File: src/rtl/stress_pkg.sv
// Package stress_pkg
//   Shared defaults and width helpers for the multi-channel stress detector.
//   Default channel count, sample width, averaging window and tick limits live
//   here so the top, the channel slice and the bench agree on one set of numbers.
//   Optional feature macro used by importing files: STRESS_TIMEOUT_EN.
package stress_pkg;

    localparam int N_CH_DEF          = 2;
    localparam int DATA_W_DEF        = 8;
    localparam int AVG_LOG2_DEF      = 2;
    localparam int HOLD_TICKS_DEF    = 12;
    localparam int TIMEOUT_TICKS_DEF = 8;

    // Running sum of 2**avg_log2 samples of data_w bits never overflows this width.
    function automatic int sum_width(input int data_w, input int avg_log2);
        return data_w + avg_log2;
    endfunction

    // Width of a counter that must be able to hold the value max_val.
    function automatic int cnt_width(input int max_val);
        return (max_val < 1) ? 1 : $clog2(max_val + 1);
    endfunction

    localparam int SUM_W_DEF  = sum_width(DATA_W_DEF, AVG_LOG2_DEF);
    localparam int HOLD_W_DEF = cnt_width(HOLD_TICKS_DEF);
    localparam int TO_W_DEF   = cnt_width(TIMEOUT_TICKS_DEF);

endpackage

File: src/rtl/stress_chan.sv
// Module stress_chan
//   One sensor channel: circular sample buffer, running sum, registered
//   moving average and a set/clear hysteresis flag. With STRESS_TIMEOUT_EN
//   defined it also counts ticks since the last sample and flags a fault.
// Ports
//   clk, reset    system clock, synchronous active-high reset
//   tick          slow strobe (present only with STRESS_TIMEOUT_EN)
//   sample_data   new sample, taken when sample_valid is high
//   sample_valid  one-cycle sample strobe
//   thr_hi        set threshold (avg > thr_hi sets stressed)
//   thr_lo        clear threshold (avg < thr_lo clears stressed)
//   avg           registered moving average
//   stressed      hysteresis state, forced low while faulted
//   fault         sample timeout flag (constant 0 without STRESS_TIMEOUT_EN)
// Handshake: sample_valid is a plain strobe with no ready/back-pressure; every
// cycle with sample_valid high consumes exactly one sample.
module stress_chan
    import stress_pkg::*;
#(
    parameter int DATA_W        = DATA_W_DEF,
    parameter int AVG_LOG2      = AVG_LOG2_DEF,
    parameter int TIMEOUT_TICKS = TIMEOUT_TICKS_DEF
) (
    input  logic              clk,
    input  logic              reset,
`ifdef STRESS_TIMEOUT_EN
    input  logic              tick,
`endif
    input  logic [DATA_W-1:0] sample_data,
    input  logic              sample_valid,
    input  logic [DATA_W-1:0] thr_hi,
    input  logic [DATA_W-1:0] thr_lo,
    output logic [DATA_W-1:0] avg,
    output logic              stressed,
    output logic              fault
);

    localparam int DEPTH = 1 << AVG_LOG2;
    localparam int SUM_W = sum_width(DATA_W, AVG_LOG2);

    logic [DATA_W-1:0]   buf_q [DEPTH];
    logic [AVG_LOG2-1:0] wp_q;
    logic [SUM_W-1:0]    sum_q;
    logic [SUM_W-1:0]    sum_nxt;
    logic [DATA_W-1:0]   avg_q;
    logic                stressed_q;

    // Drop the oldest sample (the slot about to be overwritten) and add the new one.
    always_comb begin
        sum_nxt = sum_q - SUM_W'(buf_q[wp_q]) + SUM_W'(sample_data);
    end

    always_ff @(posedge clk) begin
        if (reset) begin
            for (int k = 0; k < DEPTH; k++) begin
                buf_q[k] <= '0;
            end
            wp_q  <= '0;
            sum_q <= '0;
            avg_q <= '0;
        end else if (sample_valid) begin
            buf_q[wp_q] <= sample_data;
            wp_q        <= wp_q + 1'b1;
            sum_q       <= sum_nxt;
            avg_q       <= DATA_W'(sum_nxt >> AVG_LOG2);
        end
    end

`ifdef STRESS_TIMEOUT_EN
    localparam int TO_W = cnt_width(TIMEOUT_TICKS);

    logic [TO_W-1:0] to_cnt_q;

    // A sample in the same cycle as a tick restarts the count.
    always_ff @(posedge clk) begin
        if (reset || sample_valid) begin
            to_cnt_q <= '0;
        end else if (tick && (to_cnt_q != TO_W'(TIMEOUT_TICKS))) begin
            to_cnt_q <= to_cnt_q + 1'b1;
        end
    end

    assign fault = (to_cnt_q == TO_W'(TIMEOUT_TICKS));
`else
    assign fault = 1'b0;
`endif

    // Hysteresis on the registered average; set has priority when the
    // thresholds overlap. A faulted channel restarts from the clear state.
    always_ff @(posedge clk) begin
        if (reset || fault) begin
            stressed_q <= 1'b0;
        end else if (avg_q > thr_hi) begin
            stressed_q <= 1'b1;
        end else if (avg_q < thr_lo) begin
            stressed_q <= 1'b0;
        end
    end

    assign avg      = avg_q;
    assign stressed = stressed_q & ~fault;

endmodule

File: src/rtl/stress_multi.sv
// Module stress_multi
//   N_CH-channel stress detector. Each channel keeps a moving average and a
//   hysteresis flag (stress_chan); this level combines the flags and runs the
//   hold counter that drives stress_continu on the slow tick.
//   Optional feature macro: STRESS_TIMEOUT_EN (per-channel sample timeout).
// Ports
//   clk, reset      system clock, synchronous active-high reset
//   tick            one-cycle slow strobe advancing the hold counter
//   sample_data     packed samples, channel i at [i*DATA_W +: DATA_W]
//   sample_valid    per-channel one-cycle sample strobe, no back-pressure
//   thr_hi, thr_lo  packed per-channel set / clear thresholds
//   avg_out         packed registered per-channel averages
//   ch_stressed     per-channel hysteresis state
//   stress_low      1 when no channel is stressed
//   stress_continu  1 once some channel has been stressed for HOLD_TICKS ticks
//   sensor_fault    per-channel sample timeout (0 without STRESS_TIMEOUT_EN)
module stress_multi
    import stress_pkg::*;
#(
    parameter int N_CH          = N_CH_DEF,
    parameter int DATA_W        = DATA_W_DEF,
    parameter int AVG_LOG2      = AVG_LOG2_DEF,
    parameter int HOLD_TICKS    = HOLD_TICKS_DEF,
    parameter int TIMEOUT_TICKS = TIMEOUT_TICKS_DEF
) (
    input  logic                   clk,
    input  logic                   reset,
    input  logic                   tick,
    input  logic [N_CH*DATA_W-1:0] sample_data,
    input  logic [N_CH-1:0]        sample_valid,
    input  logic [N_CH*DATA_W-1:0] thr_hi,
    input  logic [N_CH*DATA_W-1:0] thr_lo,
    output logic [N_CH*DATA_W-1:0] avg_out,
    output logic [N_CH-1:0]        ch_stressed,
    output logic                   stress_low,
    output logic                   stress_continu,
    output logic [N_CH-1:0]        sensor_fault
);

    localparam int HOLD_W = cnt_width(HOLD_TICKS);

    logic [HOLD_W-1:0] hold_cnt_q;

    for (genvar i = 0; i < N_CH; i++) begin : g_chan
        stress_chan #(
            .DATA_W        (DATA_W),
            .AVG_LOG2      (AVG_LOG2),
            .TIMEOUT_TICKS (TIMEOUT_TICKS)
        ) u_chan (
            .clk          (clk),
            .reset        (reset),
`ifdef STRESS_TIMEOUT_EN
            .tick         (tick),
`endif
            .sample_data  (sample_data[i*DATA_W +: DATA_W]),
            .sample_valid (sample_valid[i]),
            .thr_hi       (thr_hi[i*DATA_W +: DATA_W]),
            .thr_lo       (thr_lo[i*DATA_W +: DATA_W]),
            .avg          (avg_out[i*DATA_W +: DATA_W]),
            .stressed     (ch_stressed[i]),
            .fault        (sensor_fault[i])
        );
    end

    // Counts consecutive ticks with any channel stressed, saturating at
    // HOLD_TICKS; one unstressed tick restarts it.
    always_ff @(posedge clk) begin
        if (reset) begin
            hold_cnt_q <= '0;
        end else if (tick) begin
            if (|ch_stressed) begin
                if (hold_cnt_q != HOLD_W'(HOLD_TICKS)) begin
                    hold_cnt_q <= hold_cnt_q + 1'b1;
                end
            end else begin
                hold_cnt_q <= '0;
            end
        end
    end

    assign stress_low     = ~|ch_stressed;
    assign stress_continu = (hold_cnt_q == HOLD_W'(HOLD_TICKS));

endmodule

File: config.mk
export PLATFORM = sky130hd
export DESIGN_NAME = stress_multi
export DESIGN_NICKNAME = d
export VERILOG_FILES = /design/src/rtl/stress_pkg.sv /design/src/rtl/stress_chan.sv /design/src/rtl/stress_multi.sv
export SDC_FILE = /design/constraint.sdc
export NUM_CORES = 1
export LEC_CHECK = 0
export BUFFER_PORTS_ARGS = -buffer_cell sky130_fd_sc_hd__buf_2
export CORE_MARGIN = 2
export CORE_UTILIZATION = 30
export CTS_BUF_LIST = sky130_fd_sc_hd__clkbuf_4 sky130_fd_sc_hd__clkbuf_8 sky130_fd_sc_hd__clkbuf_16
export CTS_CLUSTER_DIAMETER = 40
export CTS_CLUSTER_SIZE = 25
export DETAILED_ROUTE_END_ITERATION = 7
export PLACE_DENSITY = 0.58
export SETUP_SLACK_MARGIN = 0.5
export SLEW_MARGIN = 40
export SYNTH_ARGS = -nofsm -noshare
export SYNTH_HDL_FRONTEND = slang
export SYNTH_SLANG_ARGS = --single-unit
File: constraint.sdc
create_clock -name clk -period 8.4 [get_ports clk]
set_input_delay 0.84 -clock clk [delete_from_list [all_inputs] [get_ports clk]]
set_output_delay 0.84 -clock clk [all_outputs]
set_load 0.01 [all_outputs]
# Yosys cells after proc, flatten, opt, wreduce, memory -nomap -nowiden

Memory sizes are Yosys's and may differ from the RTL's. A register that Yosys moved wholly into a read port is not among the register bits.
Index checks and enable logic that the tools add are counted.

Output and inout bits: 22
Bits of input ports: 53
Memories: 2
Word-level logic and storage cells: 56
Memory bits (writable): 64
Bits in registers: 46

Memory list:

| name                   | depth | bits a word | read ports | clocked after memory_dff | write ports | RTL line          | text |
|---|---|---|---|---|---|---|---|
| g_chan[0].u_chan.buf_q | 4     | 8           | 1          | 1                        | 4           | stress_chan.sv:41 | `logic [DATA_W-1:0] buf_q [DEPTH];` |
| g_chan[1].u_chan.buf_q | 4     | 8           | 1          | 1                        | 4           | stress_chan.sv:41 |  |

$lt $le $gt $ge: 4
Equality and inequality tests: 3
Add/sub/neg operators: 7
Multiplexer cells: 24
Reduce and logical (&&, ||, !) cells: 7

Operator list:

| operator            | count |
|---|---|
| $add 10x8->10       | 2 |
| $sub 10x8->10       | 2 |
| $gt 8x8->1          | 2 |
| $lt 8x8->1          | 2 |
| $mux 8              | 2 |
| $reduce_or 8->1     | 2 |
| $mux 1              | 14 |
| $mux 2              | 6 |
| $mux 4              | 2 |
| $add 2x1->2 const B | 2 |
| $add 4x1->4 const B | 1 |
| $eq 4x4->1 const B  | 1 |
| $ne 4x4->1 const B  | 1 |
| $reduce_bool 2->1   | 2 |
| $ne 2x1->1 const B  | 1 |
| $reduce_and 2->1    | 1 |
| $reduce_or 2->1     | 1 |
| $logic_not 1->1     | 1 |

# Depth between registers and ports, before layout

Word-level depth: 5
Depth in mapped cells: 12
Depth with buffers taken out: 11

# Cells and area by module

A second synthesis with hierarchy kept.

Cells, all modules: 620
Area total of the unflattened synthesis: 6,433.7 um^2

By module, submodules not included:

| module                          | sequential area each (um^2) | times used | cells each | area an instance (um^2) |
|---|---|---|---|---|
| stress_chan at g_chan[1].u_chan | 1,261.2                     | 1          | 301        | 3,105.5 |
| stress_chan at g_chan[0].u_chan | 1,261.2                     | 1          | 293        | 3,089.2 |
| stress_multi                    | 80.1                        | 1          | 26         | 239.0 |

# Worst setup path after synthesis

No wires, ideal clock.

Path type: reg-to-reg
Start: register (tool-made name)
End: register g_chan[0].u_chan.avg_q[7]
Arrival time: 3.001 ns
Path buffers: 1
Stages on the path, launching flop included: 11
Setup slack: 5.265 ns
Cells stage by stage: dfxtp_1 buf_2 mux4_2 fa_1 inv_1 ha_1 a211oi_2 o21ai_2 nand4b_2 a31o_1 or4_1

RTL lines:

| element                | RTL line          | text |
|---|---|---|
| end signal: assignment | stress_chan.sv:65 | `avg_q <= DATA_W'(sum_nxt >> AVG_LOG2);` |
| end: declaration       | stress_chan.sv:45 | `logic [DATA_W-1:0] avg_q;` |

==> results_dict.tcl <==
set metrics [dict create \
    outcome "finished clean" \
    gr-usage-met1_pct 17.45 \
    fin_tns_setup_ns 0 \
    clk_pin_slew_ns 0.07 \
    drive_above_1_share_pct 18.37 \
    yosysTopAreaCellShare_pct 30.11 \
    min_path_type "flip-flop to flip-flop" \
    path_max_fanout 8 \
    rsz0062_at_grt "false" \
    critical_path_arrival_ns 3.67 \
    ctsResizeCount 0 \
    seq_area_um2 2603 \
    core_area_um2 20960 \
    stdcell_area_um2 7152 \
    fp.dieH_um 149.9 \
    hold_viol 0 \
    cts_made_buffers 9 \
    crit_required_ns 8.62 \
    ys_seq_area_share_pct 40.77 \
    worstHoldPathCells 2 \
    report.final.slew_viol_count 0 \
    nFillCells 2146 \
    setup_viol 0 \
    drt-total-wl_um 13800 \
    area.growth.synth_to_final_pct 12.03 \
    synthFlopType "edfxtp_1" \
    synthCells 625 \
    slew_headroom_pct 46.67 \
    drt-initial-drc-count 307 \
    drc_errors 0 \
    top_usage_layer "met2" \
    fin_crit_ns 3.450 \
    yosysWarnings 0 \
    reg2regPathDepth 9 \
    die-area_um2 22460 \
    placed_area_um2 6857 \
    routed-via-count 4462 \
    use_met2_pct 20.30 \
    grt_pass1_wl_um 22500 \
    cts_tree "yes" \
    tightestPinTransition_ns 0.7933 \
    die_w_um 149.9 \
    gr-usage-met3_pct 2.896 \
    grt_max_degree 50 \
    avgSynthCellArea_um2 10.21 \
    clk_path_buf_depth 2 \
    critical_path_class "flip-flop to flip-flop" \
    multi_input_area_um2 3103 \
    hpwlAfterDp_um 10380 \
    endpoint_kind "flip-flop" \
    ir_drop_v 0.0001128 \
    static-leakage-power_nw 3.273 \
    worstHoldStart "g_chan[1].u_chan.stressed" \
    hold_buffers 0 \
    cts_root_buf "clkbuf_16" \
    cts_setup_buffers 0 \
    finClkSkew_ns 0.008274 \
    fin_crit_sh_pct 41.07 \
    synth_edf_count 64 \
    fin_nets 791 \
    max_cap_violations 0 \
    grt_usage_pct 12.81 \
    antenna_found_initial 3 \
    htreeDepth 3 \
    start_kind "flip-flop" \
    min_to "g_chan[1].u_chan.stressed" \
    reg2reg_to "g_chan[0].u_chan.avg[7]" \
    syn_area_um2 6384 \
    clkLatencyLatePin_ns 0.34 \
    fmax_mhz 289.9 \
    cellPowerDensity_nw_per_um2 261.7 \
    overflow 0 \
    fp-row-count 53 \
    pre_cts_slack_ns 4.667 \
    yosys-top-cells-area "edfxtp_1 30%, dfxtp_1 11%, ha_1 10%" \
    first_global_vias 4306 \
    ys_seq_elements 98 \
    r2r_slack_ns 4.95 \
    async_flop_share_pct 0 \
    port_buffers 72 \
    ios 75 \
    cts.sinks 98 \
    synth_cell_type_count 68 \
    ant_nets 0 \
    worst_slack_ns 4.950 \
    routed_via_density 4.692 \
    dr.pass1.iters 5 \
    initial_core_util_pct 30.46 \
    place_congestion 0.7816 \
    wl_per_cell_um 14.51 \
    synth_top_area_cell "edfxtp_1" \
]
-- state kept, by name, indices dropped and copies added (netlist names), named ones only --
name	count
g_chan.u_chan.wp_q	4
g_chan.u_chan.stressed	2
hold_cnt_q	4
g_chan.u_chan.avg	16
g_chan.u_chan.sum_q	4
g_chan.u_chan.buf_q	64
-- per-stage QoR --
| step | hold slack, ns | power [W] | utilization, % | std cells |
|---|---|---|---|---|
| 2_1_floorplan | 0.4421 | 0.001303 | - | 626 |
| 3_3_place_gp | 0.4721 | 0.001463 | 32.72 | 934 |
| 3_5_place_dp | 0.4773 | 0.001471 | 32.72 | 934 |
| 4_1_cts | 0.4847 | 0.001893 | 34.12 | 950 |
| 5_1_grt | 0.5087 | 0.002037 | 34.12 | 950 |
| 6_report | 0.4846 | 0.001872 | 34.13 | 951 |
-- how the worst max path moves through the flow --
stage	cells past startpoint	endpoint	start	slack [ns]
floorplan	10	g_chan[0].u_chan.avg[7]	flip-flop	5.27
global placement	6	g_chan[0].u_chan.buf_q[2][4]	reset	4.77
detailed placement	6	g_chan[0].u_chan.buf_q[1][0]	reset	4.67
CTS	9	g_chan[0].u_chan.avg[7]	flip-flop	4.90
global route	9	g_chan[0].u_chan.avg[7]	flip-flop	4.75
finish	9	g_chan[0].u_chan.avg[7]	flip-flop	4.95
-- worst max-delay path, cell delays in order, from the launching register on --
cell and delay, ns:
dfxtp_1 0.65, mux4_2 0.59, fa_1 0.55, inv_1 0.06, ha_1 0.31, a211oi_2 0.10, o21ai_2 0.15, nand4b_2 0.16
a31o_1 0.23, or4_1 0.51
-- logic make-up after synthesis --
family | Yosys count | share of synthesized area [%]
and+or+nand+nor | 176 | 14.70
buffers and inverters | 155 | 10.68
DFF | 98 | 40.77
AOI/OAI and AO/OA | 97 | 10.82
adders and majority gates | 68 | 15.21
muxes | 24 | 6.939
xor gates and xnor gates | 6 | 0.8232
other | 1 | 0.05874
-- layout make-up --
cell class | instances | share of cell area, %
sequential | 98 | 36.39
tap | 275 | 4.811
inverter | 113 | 5.931
antenna | 1 | 0.03499
multi-input combinational | 373 | 43.39
clock buffer | 9 | 3.149
timing repair buffer | 75 | 5.353
clock inverter | 7 | 0.9447
-- power by group --
part / internal [W] / leakage [nW] / switching [W]
clock network: 0.000210 / 0.146 / 0.000203
logic: 0.000366 / 2.18 / 0.000445
registers: 0.000577 / 0.945 / 0.0000712
-- metal layers --
layer,wire length (um),vias up
li1,-,2254
met1,6572,2110
met2,6404,86
met3,672,8
met4,125,4
met5,27,-
-- cell usage after synthesis (3+ instances only) --
library cell  number
inv_1            112
edfxtp_1          64
ha_1              52
nor2_1            50
dfxtp_1           34
and2_1            25
nand2_1           23
a21oi_1           21
buf_4             20
fa_1              16
mux4_2            16
a21o_1            13
nand3_1           13
clkbuf_1          12
a211oi_1           9
nand4_1            9
nor4_1             9
o21a_1             8
and3_1             7
nor3_1             7
o21ai_0            7
mux2i_1            6
or4_1              5
buf_1              4
buf_2              4
nand2b_1           4
nor2b_1            4
nor4b_1            4
or2_2              4
xnor2_1            4
a31oi_1            3
nor3b_1            3
o211ai_1           3
o311ai_0           3
-- cells in the final DEF, fill, tap and decap left out, types with 5 or more instances in the layout --
cell type and instances:
nor4_1 9, fa_1 16, nor3_1 7, or4_1 5, nand4_1 9, edfxtp_1 64, a211oi_1 9, nand3_1 13
clkbuf_16 9, and2_1 25, nand2_1 23, dfxtp_1 34, o21ai_0 7, o21a_1 8, nor2_1 50, mux4_2 16
ha_1 52, mux2i_1 6, buf_2 72, and3_1 7, inv_1 112, a21o_1 13, a21oi_1 21
Note: power is estimated with default switching activity, not from simulation.
